`config.mk`:
```
export PLATFORM = sky130hd
export DESIGN_NAME = present_dec_flat
export DESIGN_NICKNAME = d
export VERILOG_FILES = /design/src/rtl/present_dec_if.sv /design/src/rtl/present_dec.sv /design/src/flat_wrapper.sv
export SDC_FILE = /design/constraint.sdc
export NUM_CORES = 1
export LEC_CHECK = 0
export BUFFER_PORTS_ARGS = -buffer_cell sky130_fd_sc_hd__buf_2
export CAP_MARGIN = 20
export CORE_MARGIN = 1
export CORE_UTILIZATION = 30
export CTS_BUF_LIST = sky130_fd_sc_hd__clkbuf_8
export DETAILED_ROUTE_END_ITERATION = 16
export REMOVE_ABC_BUFFERS = 1
export SYNTH_ARGS = -nofsm -noshare
export SYNTH_HDL_FRONTEND = slang
export SYNTH_SLANG_ARGS = --single-unit
```
`constraint.sdc`:
```
create_clock -name ck -period 3.43 [get_ports ck]
set_input_delay 0.1715 -clock ck [delete_from_list [all_inputs] [get_ports ck]]
set_output_delay 0.1715 -clock ck [all_outputs]
set_load 0.1 [all_outputs]
```
`src/rtl/present_dec_if.sv`:
```
`default_nettype none
// +----------------------------------------------------------------------------+
// | Module  : present_dec_if                                                   |
// | Brief   : Start/ready handshake and data bus of the PRESENT-80 decryptor.  |
// | Revision: 1.0                                                              |
// +----------------------------------------------------------------------------+
interface present_dec_if;
    logic        sta;
    logic [0:63] inp;
    logic [0:79] key;
    logic        bsy;
    logic        rdy;
    logic [0:63] out;

    modport master (output sta, inp, key, input bsy, rdy, out);
    modport slave  (input sta, inp, key, output bsy, rdy, out);
endinterface
`default_nettype wire

```
`src/rtl/present_dec.sv`:
```
`default_nettype none
// +----------------------------------------------------------------------------+
// | Module  : present_dec                                                      |
// | Brief   : Iterative PRESENT-80 decryption core, one round per cycle.       |
// | Revision: 1.0                                                              |
// +----------------------------------------------------------------------------+
module present_dec (
    input  wire logic       ck,
    input  wire logic       rst,
    present_dec_if.slave    bus
);

    typedef enum logic [1:0] {
        ST_IDLE = 2'd0,
        ST_KEXP = 2'd1,
        ST_DEC  = 2'd2,
        ST_DONE = 2'd3
    } state_t;

    localparam logic [0:4] C_CNT_FIRST = 5'd1;
    localparam logic [0:4] C_CNT_LAST  = 5'd31;

    function automatic logic [0:3] sbox(input logic [0:3] x);
        case (x)
            4'h0: sbox = 4'hC;  4'h1: sbox = 4'h5;  4'h2: sbox = 4'h6;  4'h3: sbox = 4'hB;
            4'h4: sbox = 4'h9;  4'h5: sbox = 4'h0;  4'h6: sbox = 4'hA;  4'h7: sbox = 4'hD;
            4'h8: sbox = 4'h3;  4'h9: sbox = 4'hE;  4'hA: sbox = 4'hF;  4'hB: sbox = 4'h8;
            4'hC: sbox = 4'h4;  4'hD: sbox = 4'h7;  4'hE: sbox = 4'h1;  default: sbox = 4'h2;
        endcase
    endfunction

    function automatic logic [0:3] inv_sbox(input logic [0:3] x);
        case (x)
            4'h0: inv_sbox = 4'h5;  4'h1: inv_sbox = 4'hE;  4'h2: inv_sbox = 4'hF;  4'h3: inv_sbox = 4'h8;
            4'h4: inv_sbox = 4'hC;  4'h5: inv_sbox = 4'h1;  4'h6: inv_sbox = 4'h2;  4'h7: inv_sbox = 4'hD;
            4'h8: inv_sbox = 4'hB;  4'h9: inv_sbox = 4'h4;  4'hA: inv_sbox = 4'h6;  4'hB: inv_sbox = 4'h3;
            4'hC: inv_sbox = 4'h0;  4'hD: inv_sbox = 4'h7;  4'hE: inv_sbox = 4'h9;  default: inv_sbox = 4'hA;
        endcase
    endfunction

    function automatic logic [0:79] key_upd(input logic [0:79] k, input logic [0:4] rc);
        logic [0:79] t;
        t        = {k[61:79], k[0:60]};
        t[0:3]   = sbox(t[0:3]);
        t[60:64] = t[60:64] ^ rc;
        return t;
    endfunction

    // Undo key_upd step by step in reverse order; rotate right 61 == rotate left 19.
    function automatic logic [0:79] key_inv(input logic [0:79] k, input logic [0:4] rc);
        logic [0:79] t;
        t        = k;
        t[60:64] = t[60:64] ^ rc;
        t[0:3]   = inv_sbox(t[0:3]);
        return {t[19:79], t[0:18]};
    endfunction

    state_t      st_q,  st_d;
    logic [0:63] s_q,   s_d;
    logic [0:79] k_q,   k_d;
    logic [0:4]  cnt_q, cnt_d;
    logic        bsy_q, bsy_d;
    logic        rdy_q, rdy_d;

    logic [0:79] w_kupd;
    logic [0:79] w_kinv;
    logic [0:63] w_perm;
    logic [0:63] w_invs;

    assign w_kupd = key_upd(k_q, cnt_q);
    assign w_kinv = key_inv(k_q, cnt_q);

    // Inverse pLayer: output bit j takes the bit the forward layer moved to P(j).
    for (genvar j = 0; j < 64; j++) begin : g_invp
        localparam int SRC = (j == 63) ? 63 : (16 * j) % 63;
        assign w_perm[j] = s_q[SRC];
    end

    for (genvar n = 0; n < 16; n++) begin : g_invs
        assign w_invs[4*n +: 4] = inv_sbox(w_perm[4*n +: 4]);
    end

    always_comb begin
        st_d  = st_q;
        s_d   = s_q;
        k_d   = k_q;
        cnt_d = cnt_q;
        case (st_q)
            ST_IDLE, ST_DONE: begin
                if (bus.sta) begin
                    s_d   = bus.inp;
                    k_d   = bus.key;
                    cnt_d = C_CNT_FIRST;
                    st_d  = ST_KEXP;
                end
            end
            ST_KEXP: begin
                k_d = w_kupd;
                if (cnt_q == C_CNT_LAST) begin
                    s_d  = s_q ^ w_kupd[0:63];
                    st_d = ST_DEC;
                end else begin
                    cnt_d = cnt_q + 5'd1;
                end
            end
            ST_DEC: begin
                k_d = w_kinv;
                s_d = w_invs ^ w_kinv[0:63];
                if (cnt_q == C_CNT_FIRST) begin
                    st_d = ST_DONE;
                end else begin
                    cnt_d = cnt_q - 5'd1;
                end
            end
            default: st_d = ST_IDLE;
        endcase
        bsy_d = (st_d == ST_KEXP) || (st_d == ST_DEC);
        rdy_d = (st_d == ST_DONE);
    end

    always_ff @(posedge ck) begin
        if (rst) begin
            st_q  <= ST_IDLE;
            s_q   <= '0;
            k_q   <= '0;
            cnt_q <= '0;
            bsy_q <= 1'b0;
            rdy_q <= 1'b0;
        end else begin
            st_q  <= st_d;
            s_q   <= s_d;
            k_q   <= k_d;
            cnt_q <= cnt_d;
            bsy_q <= bsy_d;
            rdy_q <= rdy_d;
        end
    end

    assign bus.bsy = bsy_q;
    assign bus.rdy = rdy_q;
    assign bus.out = s_q;

endmodule
`default_nettype wire
```
`src/flat_wrapper.sv`:
```
// flat-port wrapper written by rule: the top's interface ports become plain ports
module present_dec_flat 
  (ck, rst, bus_sta, bus_inp, bus_key, bus_bsy, bus_rdy, bus_out);
  present_dec_if bus_i ();
  input  wire logic ck;
  input  wire logic rst;
  input wire logic [$bits(bus_i.sta)-1:0] bus_sta;
  input wire logic [$bits(bus_i.inp)-1:0] bus_inp;
  input wire logic [$bits(bus_i.key)-1:0] bus_key;
  output wire logic [$bits(bus_i.bsy)-1:0] bus_bsy;
  output wire logic [$bits(bus_i.rdy)-1:0] bus_rdy;
  output wire logic [$bits(bus_i.out)-1:0] bus_out;
  assign bus_i.sta = bus_sta;
  assign bus_i.inp = bus_inp;
  assign bus_i.key = bus_key;
  assign bus_bsy = bus_i.bsy;
  assign bus_rdy = bus_i.rdy;
  assign bus_out = bus_i.out;
  present_dec u_core (.ck(ck), .rst(rst), .bus(bus_i));
endmodule
```
==> out/results.ini <==
[outcome]
status = complete, no violations

[timing]
worstMarginPinSlew_ns = 0.768
fin_crit_sh_pct = 97.7
setup_viol = 0
setup_ws_ns = 0.0778
rsz0062_at_grt = true
hold_viol = 0
fmax_ghz = 0.298
drv_slew = 0
relSlewSlack_pct = 48.6
clock_skew_ns = 0.0132
fin_crit_ns = 3.35

[placement]
dpl_cell_area_mm2 = 0.0177
io_buffers = 212
gp_congestion = 0.940
place_inst = 2575
dp_hpwl_um = 47900
post-place-ws_ns = 0.000214

[worst_setup_path]
ff2ff_path_depth = 13
max_stage_delay_ns = 0.43
worstPathCellList = inv_1 > ha_4 > buf_12 > buf_4 > nor3b_1 > nor3_2 > and2_1 > inv_1 > ha_2 > nor2_1 > nand2_1 > and3_1 > a311oi_1
crit_fanout = 39
worstPathArrival_ns = 3.85
worst_r2r_startpoint = u_core.st_q[0]$_SDFF_PP0_
cp_slowest_cell = dfxtp_1
rrSetupSlack_ns = 0.08
start_kind = register
critPathMostFrequentCell = inv_1
crit_family = simple AND/OR/NAND/NOR gates
cp.buffers_inverters = 4
r2r_end = u_core.w_invs[45]$_DFF_P_
path_class = register to register
worstSetupEndpointType = register
required_ns = 3.93

[floorplanning]
dieArea_mm2 = 0.0524
coreArea_mm2 = 0.0505
die_y_um = 229
pin_count = 213
initial_core_util_pct = 30.6
rows = 82
die_w_um = 229

[synth]
syn_inst = 1725
synthDistinctLibCells = 81
synth_top_cell_by_area = dfxtp_1
synth_edf_count = 0
synth_area_leaders = dfxtp_1, ha_1, mux2i_1, xor2_1, a221oi_1
yosys_most_used_dff = dfxtp_1
async_reset_ff_share_pct = 0
syn_avg_cell_area_um2 = 8.95
syn_area_mm2 = 0.0154
seq_area_frac_synth_pct = 29.2
yosysWarningCount = 0
ys_seq_elements = 225
synth_top_cell_area_share_pct = 29.2

[clock_network]
clk_pin_slew_ns = 0.06
clk_latency_ns = 0.59
clock-root-buffer = clkbuf_8
clock_sinks = 225
cts_max_level = 2
cts_inserted_buffers = 42
cts_tree = done
cts_buffer_depth = 3

[global_routing]
grt_max_degree = 100
gr-usage-met1_pct = 32.2
gr-max-usage-layer = met2
gr-usage-met2_pct = 37.3
grt_pass1_vias = 14500
grtUsageTotal_pct = 23.5
grt_remaining_overflow = 0
antenna_found_initial = 0
grt_pass1_wl_um = 93300
met3_usage_pct = 3.73

[min_path]
hold_start = bus_key[50]
whs_endpoint = u_core.k_q[29]$_SDFFE_PP0N_
holdPathStages = 3
hold_path.class = primary input to register

[final_layout]
num_antenna_cells = 0
nets = 2285
postLayoutCellArea_mm2 = 0.0192
area_delta_synth_final_pct = 24.5
fin_util_pct = 38.1
drive_gt1_share_pct = 21.6
fin_cells = 2719

[power_and_ir_drop]
ir_drop_uv = 301
p_leak_nw = 8.41
p_per_area_mw_per_mm2 = 472
fin_total_pwr_w = 0.00909

[route]
firstDrtPassIters = 7
drc = 0
viasPerCell = 5.64
routed_wl_um = 64200
drtIter0Drc = 1479
vias = 15300
wl_per_cell_um = 23.6
final_antenna_net_count = 0

[flow_run]
cap_violations = 0

-- kinds of logic after synthesis --
| kind of cell | after synthesis | share of synthesized area, % |
|---|---|---|
| compound gates | 497 | 24.5 |
| simple gates | 384 | 13.1 |
| flops | 225 | 29.2 |
| buf+inv | 219 | 6.17 |
| mux | 148 | 9.77 |
| xor+xnor | 136 | 7.91 |
| fa+ha+maj | 116 | 9.40 |
-- per-layer routing --
metal	share of wire, %	routed length (um)	up-vias
met5	0	0	-
met4	3.1	1990	0
met3	7.5	4830	114
met2	45	29000	743
met1	44	28400	7474
li1	-	-	6994
-- sequential cells by signal, summed over array words and instances, names as in the netlist --
name	flops
u_core.st_q	2
u_core.w_kinv	4
u_core.w_invs	64
u_core.bus.rdy	1
u_core.k_q	80
u_core.cnt_q	5
u_core.bus.out	64
u_core.w_kupd	4
u_core.bus.bsy	1
-- worst register-to-register path: stages, from the launching register on --
cell and delay [ns]:
dfxtp_1 0.43, inv_1 0.13, ha_4 0.42, buf_12 0.26, buf_4 0.23, nor3b_1 0.37, nor3_2 0.09, and2_1 0.20
inv_1 0.15, ha_2 0.35, nor2_1 0.16, nand2_1 0.07, and3_1 0.18, a311oi_1 0.22
-- final cells by class --
cell class,count,area [um2]
Fill cell,5171,31200
Tap cell,672,841
Sequential cell,225,4500
Timing Repair Buffer,393,2760
Clock inverter,19,90.1
Inverter,79,297
Clock buffer,50,688
Multi-Input combinational cell,1281,10100
-- cells in the final DEF, fill, tap and decap left out, types with 31 or more instances in the layout --
cell	count
a211oi_1	92
a21oi_1	53
a221oi_1	109
a22oi_1	32
and2_1	56
buf_2	210
buf_4	95
clkbuf_8	50
dfxtp_1	225
dlygate4sd3_1	74
ha_1	111
inv_1	88
mux2i_1	129
nand2_1	77
nand3_1	39
nor2_1	69
o211ai_1	31
o21ai_0	46
xor2_1	120
-- synth_stat cells (6+ instances only) --
cell type and number:
buf_4 8, a221oi_1 109, and2_1 56, a221o_1 6, xor2_1 120, nor3_1 23, nand2_1 78, nand2b_1 19
o22ai_1 15, o221ai_1 8, mux2i_1 129, o21a_1 6, o21ai_0 46, ha_1 116, mux2_2 18, nor4_1 6
buf_1 10, a211o_1 8, o311ai_0 7, nor2b_1 32, a21o_1 7, o31ai_1 13, a21oi_1 53, nor3b_1 13
nor2_1 71, dfxtp_1 225, xnor2_1 14, clkbuf_1 56, a211oi_1 92, a22oi_1 32, or3_1 9, inv_1 78
o211ai_1 31, nand3_1 39, buf_2 63, and3_1 6
-- worst max-delay path by stage --
| stage | startpoint | to | slack, ns | depth (start not counted) |
|---|---|---|---|---|
| after global routing | u_core.st_q[0]$_SDFF_PP0_ | u_core.w_invs[45]$_DFF_P_ | -0.07 | 13 |
| final | u_core.st_q[0]$_SDFF_PP0_ | u_core.w_invs[45]$_DFF_P_ | 0.08 | 13 |
| after CTS | u_core.cnt_q[4]$_SDFFE_PP0P_ | u_core.w_invs[45]$_DFF_P_ | 0.01 | 15 |
| after detailed placement | u_core.cnt_q[4]$_SDFFE_PP0P_ | u_core.w_invs[45]$_DFF_P_ | 0.0002 | 15 |
| after global placement | u_core.cnt_q[4]$_SDFFE_PP0P_ | u_core.w_invs[45]$_DFF_P_ | 0.13 | 15 |
| after floorplan | u_core.st_q[0]$_SDFF_PP0_ | u_core.w_invs[61]$_DFF_P_ | -4.44 | 11 |
-- power by group --
group | internal [W] | leakage [nW] | total [W] | switching, W
combinational | 0.00114 | 6.11 | 0.00310 | 0.00197
sequential | 0.00298 | 1.87 | 0.00343 | 0.000456
clock | 0.00131 | 0.442 | 0.00255 | 0.00123
-- per-stage QoR --
stage          hold WS [ns]  setup TNS (ns)
3_3_place_gp          0.528               0
5_1_grt              0.0300          -0.279
3_5_place_dp          0.530               0
6_report             0.0287               0
2_1_floorplan         0.241         -635.70
4_1_cts             0.00725               0
-- what timing repair did --
item                                    4_1_cts  5_1_grt
hold buffers                                 74        0
setup buffers                                 0        0
resized for setup                             0       10
endpoints found under the setup margin        0       24
hold endpoints to repair                     74        0
(Power assumes the default switching activity.)
